===== config.mk =====
export PLATFORM = sky130hd
export DESIGN_NAME = alu_rs_scheduler
export DESIGN_NICKNAME = d
export VERILOG_FILES = /design/src/rtl/alu_rs_scheduler.sv
export SDC_FILE = /design/constraint.sdc
export NUM_CORES = 1
export LEC_CHECK = 0
export CORE_MARGIN = 2
export CORE_UTILIZATION = 51
export DETAILED_ROUTE_END_ITERATION = 7
export HOLD_SLACK_MARGIN = 0.03
export MAX_ROUTING_LAYER = met4
export PLACE_DENSITY = 0.73
export SLEW_MARGIN = 30
export SYNTH_ARGS = -nofsm -noshare
export SYNTH_HDL_FRONTEND = slang
export SYNTH_SLANG_ARGS = --single-unit

===== constraint.sdc =====
create_clock -name clk -period 3.5 [get_ports clk]
set_input_delay 0.35 -clock clk [delete_from_list [all_inputs] [get_ports clk]]
set_output_delay 0.35 -clock clk [all_outputs]
set_load 0.02 [all_outputs]

===== src/rtl/alu_rs_scheduler.sv =====
// ALU reservation-station scheduler.
// Holds up to ENTRIES dispatched instructions, wakes their operands from the
// common data bus, and issues one ready instruction per cycle to the ALU
// using round-robin selection.
module alu_rs_scheduler #(
    parameter int ENTRIES = 4
) (
    input  logic        clk,
    input  logic        rst,
    input  logic        flush,
    input  logic        disp_valid,
    input  logic [4:0]  disp_op,
    input  logic [31:0] disp_vj,
    input  logic [31:0] disp_vk,
    input  logic [2:0]  disp_qj,
    input  logic [2:0]  disp_qk,
    input  logic [2:0]  disp_dest,
    input  logic        cdb_valid,
    input  logic [2:0]  cdb_tag,
    input  logic [31:0] cdb_value,
    output logic        disp_ready,
    output logic [4:0]  alu_op,
    output logic [31:0] alu_value_1,
    output logic [31:0] alu_value_2,
    output logic [2:0]  alu_des,
    output logic [3:0]  occupancy
);

    localparam int IDXW = $clog2(ENTRIES);

    // Per-slot storage
    logic [ENTRIES-1:0] busy;
    logic [4:0]         slot_op   [ENTRIES];
    logic [31:0]        slot_vj   [ENTRIES];
    logic [31:0]        slot_vk   [ENTRIES];
    logic [2:0]         slot_qj   [ENTRIES];
    logic [2:0]         slot_qk   [ENTRIES];
    logic [2:0]         slot_dest [ENTRIES];
    logic [IDXW-1:0]    rr_ptr;

    // Scheduling decisions for the current cycle
    logic [ENTRIES-1:0] eligible;
    logic               issue_valid;
    logic [IDXW-1:0]    issue_idx;
    logic [IDXW-1:0]    cand;
    logic               free_found;
    logic [IDXW-1:0]    free_idx;
    logic               accept;
    logic [ENTRIES-1:0] busy_next;
    logic [3:0]         occ_next;

    // Dispatch operands after same-cycle CDB bypass
    logic [31:0]        disp_vj_eff;
    logic [31:0]        disp_vk_eff;
    logic [2:0]         disp_qj_eff;
    logic [2:0]         disp_qk_eff;

    // A slot can issue only once both of its registered tags are clear
    always_comb begin
        eligible = '0;
        for (int i = 0; i < ENTRIES; i++) begin
            eligible[i] = busy[i] && (slot_qj[i] == 3'd0) && (slot_qk[i] == 3'd0);
        end
    end

    // Round-robin pick: first eligible slot at or after rr_ptr, wrapping
    always_comb begin
        issue_valid = 1'b0;
        issue_idx   = '0;
        cand        = '0;
        for (int k = 0; k < ENTRIES; k++) begin
            cand = rr_ptr + IDXW'(k);
            if (!issue_valid && eligible[cand]) begin
                issue_valid = 1'b1;
                issue_idx   = cand;
            end
        end
    end

    // Lowest-index free slot, judged only on registered busy bits so a slot
    // vacated by this cycle's issue is not handed out until next cycle
    always_comb begin
        free_found = 1'b0;
        free_idx   = '0;
        for (int i = 0; i < ENTRIES; i++) begin
            if (!free_found && !busy[i]) begin
                free_found = 1'b1;
                free_idx   = IDXW'(i);
            end
        end
    end

    assign disp_ready = free_found;
    assign accept     = disp_valid && free_found && !flush;

    // Capture a result broadcast in the same cycle the dependent instruction dispatches
    always_comb begin
        disp_vj_eff = disp_vj;
        disp_qj_eff = disp_qj;
        disp_vk_eff = disp_vk;
        disp_qk_eff = disp_qk;
        if (cdb_valid && (disp_qj != 3'd0) && (disp_qj == cdb_tag)) begin
            disp_vj_eff = cdb_value;
            disp_qj_eff = 3'd0;
        end
        if (cdb_valid && (disp_qk != 3'd0) && (disp_qk == cdb_tag)) begin
            disp_vk_eff = cdb_value;
            disp_qk_eff = 3'd0;
        end
    end

    // Busy bits and occupancy after this edge when neither reset nor flush applies
    always_comb begin
        busy_next = busy;
        if (issue_valid) begin
            busy_next[issue_idx] = 1'b0;
        end
        if (accept) begin
            busy_next[free_idx] = 1'b1;
        end
        occ_next = 4'd0;
        for (int i = 0; i < ENTRIES; i++) begin
            occ_next = occ_next + {3'b000, busy_next[i]};
        end
    end

    // Control state and registered ALU issue port
    always_ff @(posedge clk) begin
        if (rst) begin
            busy        <= '0;
            rr_ptr      <= '0;
            occupancy   <= 4'd0;
            alu_op      <= 5'd0;
            alu_value_1 <= 32'd0;
            alu_value_2 <= 32'd0;
            alu_des     <= 3'd0;
        end else if (flush) begin
            busy        <= '0;
            occupancy   <= 4'd0;
            alu_op      <= 5'd0;
            alu_value_1 <= 32'd0;
            alu_value_2 <= 32'd0;
            alu_des     <= 3'd0;
        end else begin
            busy      <= busy_next;
            occupancy <= occ_next;
            if (issue_valid) begin
                rr_ptr      <= issue_idx + 1'b1;
                alu_op      <= slot_op[issue_idx];
                alu_value_1 <= slot_vj[issue_idx];
                alu_value_2 <= slot_vk[issue_idx];
                alu_des     <= slot_dest[issue_idx];
            end else begin
                alu_op      <= 5'd0;
                alu_value_1 <= 32'd0;
                alu_value_2 <= 32'd0;
                alu_des     <= 3'd0;
            end
        end
    end

    // Slot payload: new dispatch into the chosen slot, CDB wakeup for waiting slots
    always_ff @(posedge clk) begin
        if (!rst && !flush) begin
            for (int i = 0; i < ENTRIES; i++) begin
                if (accept && (free_idx == IDXW'(i))) begin
                    slot_op[i]   <= disp_op;
                    slot_vj[i]   <= disp_vj_eff;
                    slot_vk[i]   <= disp_vk_eff;
                    slot_qj[i]   <= disp_qj_eff;
                    slot_qk[i]   <= disp_qk_eff;
                    slot_dest[i] <= disp_dest;
                end else if (busy[i] && cdb_valid) begin
                    if ((slot_qj[i] != 3'd0) && (slot_qj[i] == cdb_tag)) begin
                        slot_vj[i] <= cdb_value;
                        slot_qj[i] <= 3'd0;
                    end
                    if ((slot_qk[i] != 3'd0) && (slot_qk[i] == cdb_tag)) begin
                        slot_vk[i] <= cdb_value;
                        slot_qk[i] <= 3'd0;
                    end
                end
            end
        end
    end

endmodule


==> results.cfg <==
[grt]
grtUsageTotal_pct = 23.3
grt_pass1_wl_um = 62300
antenna_found_initial = 4
grt_overflow_total = 0
grt_pass1_vias = 10700
grt_max_degree = 83

[worst_setup_path]
end_kind = flip-flop
cpPeakStageDelay_ns = 0.56
path_delay_family = simple AND/OR/NAND/NOR gates
r2r-start = slot_qj[0][0]$_SDFFCE_PP0P_
start_kind = flip-flop
cp_slowest_cell = or4_4
setup.worst_path.class = reg2reg
crit_top_cell = ha_1
path_cells = or4_4 > or3_1 > o221ai_1 > a21oi_2 > o32a_1 > fa_1 > ha_1 > ha_1 > and2_1
crit_fanout = 4
cp.required_ns = 3.92
path_buf_inv = 0
cp-startpoint = slot_qj[0][0]$_SDFFCE_PP0P_
critPathArrivalTime_ns = 3.83

[synth]
ys.flop_type = edfxtp_1
yosysWarnings = 0
synth_top_cell_by_area = edfxtp_1
ys_async_sr_fraction_pct = 0
synth.most_common_cell = edfxtp_1
netlist_top_cells_count = edfxtp_1, mux2_2, mux2i_1
synth.distinct_cells = 49
synth_top_area_share_pct = 51.8
syn_area_per_cell_um2 = 15.7
syn-cell-area_um2 = 17700
synth-edff-count = 306
yosysSeqAreaShare_pct = 61.6
yosys-top-cells-area = edfxtp_1, mux2_2, dfxtp_1
syn_nets = 1247
synth_cells = 1126
ys_seq_elements = 393

[layout]
nets = 1476
fillerInstances = 2555
drive_gt1_share_pct = 33.8
syn_to_final_growth_pct = 23.4
postLayoutCoreUtil_pct = 63.6
final_cells = 1848

[pwr]
p_leak_nw = 8.44
power_density_nw_per_um2 = 458
peakVddDrop_mv = 0.333
power_mw = 10.0

[routing]
drtAntennaViolNets = 0
drt-initial-drc-count = 633
drt_pass1_iterations = 5
wl_um = 40900
vias_per_cell = 5.62
remaining_drc_errors = 0
avgRoutedWirePerCell_um = 22.1
num_vias = 10400

[run_status]
status = complete, no violations

[clock_network]
cts_num_sinks = 393
ctsHoldBuffers = 0
cts_buffers = 43
cts_tree = built
clock_latency_ns = 0.53
postCtsSetupBuffers = 0
cts-root-buf = clkbuf_16
path_clk_slew_ns = 0.06
cts-htree-levels = 2
post_cts_resized = 0
cts_buffer_depth = 3

[floorplan]
fp.dieW_um = 190
ios = 195
initial_utilization_pct = 51.6
die_h_um = 190
die_area_um2 = 36300
core_region_area_um2 = 34400
rows = 68

[sta]
worst_pin_slew_ns = 0.903
hold_ws_ns = 0.491
final.min_clock_period_ns = 3.41
slew_viol_final = 0
relSlewSlack_pct = 39.8
hold_viol = 0
timing.fmax_mhz = 293
setup_viol = 0
fin_crit_sh_pct = 97.5
finalClockSkew_ns = 0.0179

[place]
dp.cells = 1765
port_buffers = 193
place.gp.congestion = 0.861
hpwl_um = 25700

[min_path]
min_from = disp_dest[2]
min_path_type = in2reg

[run]
drv_cap = 0
[power breakdown]
| group | internal, mW | switching [mW] |
|---|---|---|
| sequential | 5.09 | 0.0107 |
| clock | 2.48 | 1.76 |
| combinational | 0.370 | 0.299 |
| total | 7.94 | 2.07 |
[placed cells by master (no fill, tap or decap), drive strengths merged, types with 4 or more instances in the layout]
cell type	n
o22ai	72
or2	4
clkdlybuf4s50	193
nor2b	10
xor2	10
mux2i	144
o21ai	9
a2111oi	6
clkinv	13
buf	57
nor2	48
dfxtp	87
xnor2	11
mux2	257
a21oi	8
edfxtp	306
nand2b	8
and2	7
clkbuf	65
nand2	19
nand3	5
inv	10
nor3	4
diode	4
o21a	4
[layout make-up]
cell class | count | area, um^2 | share of cell area [%]
Timing Repair Buffer | 250 | 2600 | 11.9
Clock inverter | 14 | 71.3 | 0.326
Tap cell | 455 | 569 | 2.60
Multi-Input combinational cell | 657 | 6390 | 29.2
Sequential cell | 393 | 10900 | 50.0
Inverter | 10 | 37.5 | 0.172
Clock buffer | 65 | 1260 | 5.77
Antenna cell | 4 | 10.0 | 0.0458
[path summary, 6_finish.rpt]
| check | end | slack (ns) | depth (start not counted) |
|---|---|---|---|
| max | occupancy[1]$_SDFF_PN0_ | 0.09 | 9 |
| min | slot_dest[0][2]$_DFFE_PP_ | 0.49 | 1 |
| max reg2reg | occupancy[1]$_SDFF_PN0_ | 0.09 | 9 |
| min reg2reg | alu_value_1[28]$_SDFF_PP0_ | 0.52 | 2 |
[per-stage QoR]
stage	setup WS, ns	area (um^2)	setup TNS, ns
CTS	0.111	21900	0
floorplan	0.127	17700	0
global route	-0.00421	21900	-0.00421
global placement	0.156	20500	0
finish	0.0864	21900	0
detailed placement	0.130	20500	0
[routing by layer]
metal / GRT usage [%] / vias up / wire (um)
li1: - / 4804 / -
met1: 29.3 / 5220 / 17300
met2: 38.4 / 285 / 20300
met3: 4.23 / 82 / 2190
met4: 7.01 / 0 / 1050
met5: - / - / 0
[kinds of logic (layout without fill, tap and decap cells)]
family	Yosys count	after routing	synth area share [%]
multiplexers	401	401	24.5
flip-flops	393	393	61.6
AND/OR/NAND/NOR	123	123	3.44
AO/OA/AOI/OAI	108	108	6.41
buffers and inverters	76	339	2.73
XOR/XNOR	21	21	1.04
adder cells (fa/ha/maj)	3	3	0.254
other	1	5	0.0211
[worst reg2reg max path, delay by kind of cell, from the launching register on]
kind,cells,cell delay (ns)
AND/OR/NAND/NOR,3,1.08
AO/OA/AOI/OAI,3,0.88
adder cells (fa/ha/maj),3,0.93
flip-flops,1,0.42
[flip-flops by register name, summed over array words and instances (netlist names)]
signal and flops:
slot_vk 128, slot_dest 12, slot_qj 12, slot_op 20, alu_des 3, alu_value_1 32, alu_op 5, occupancy 3
slot_vj 128, busy 4, slot_qk 12, rr_ptr 2, alu_value_2 32
No activity file was read; power rests on OpenSTA's default activity.
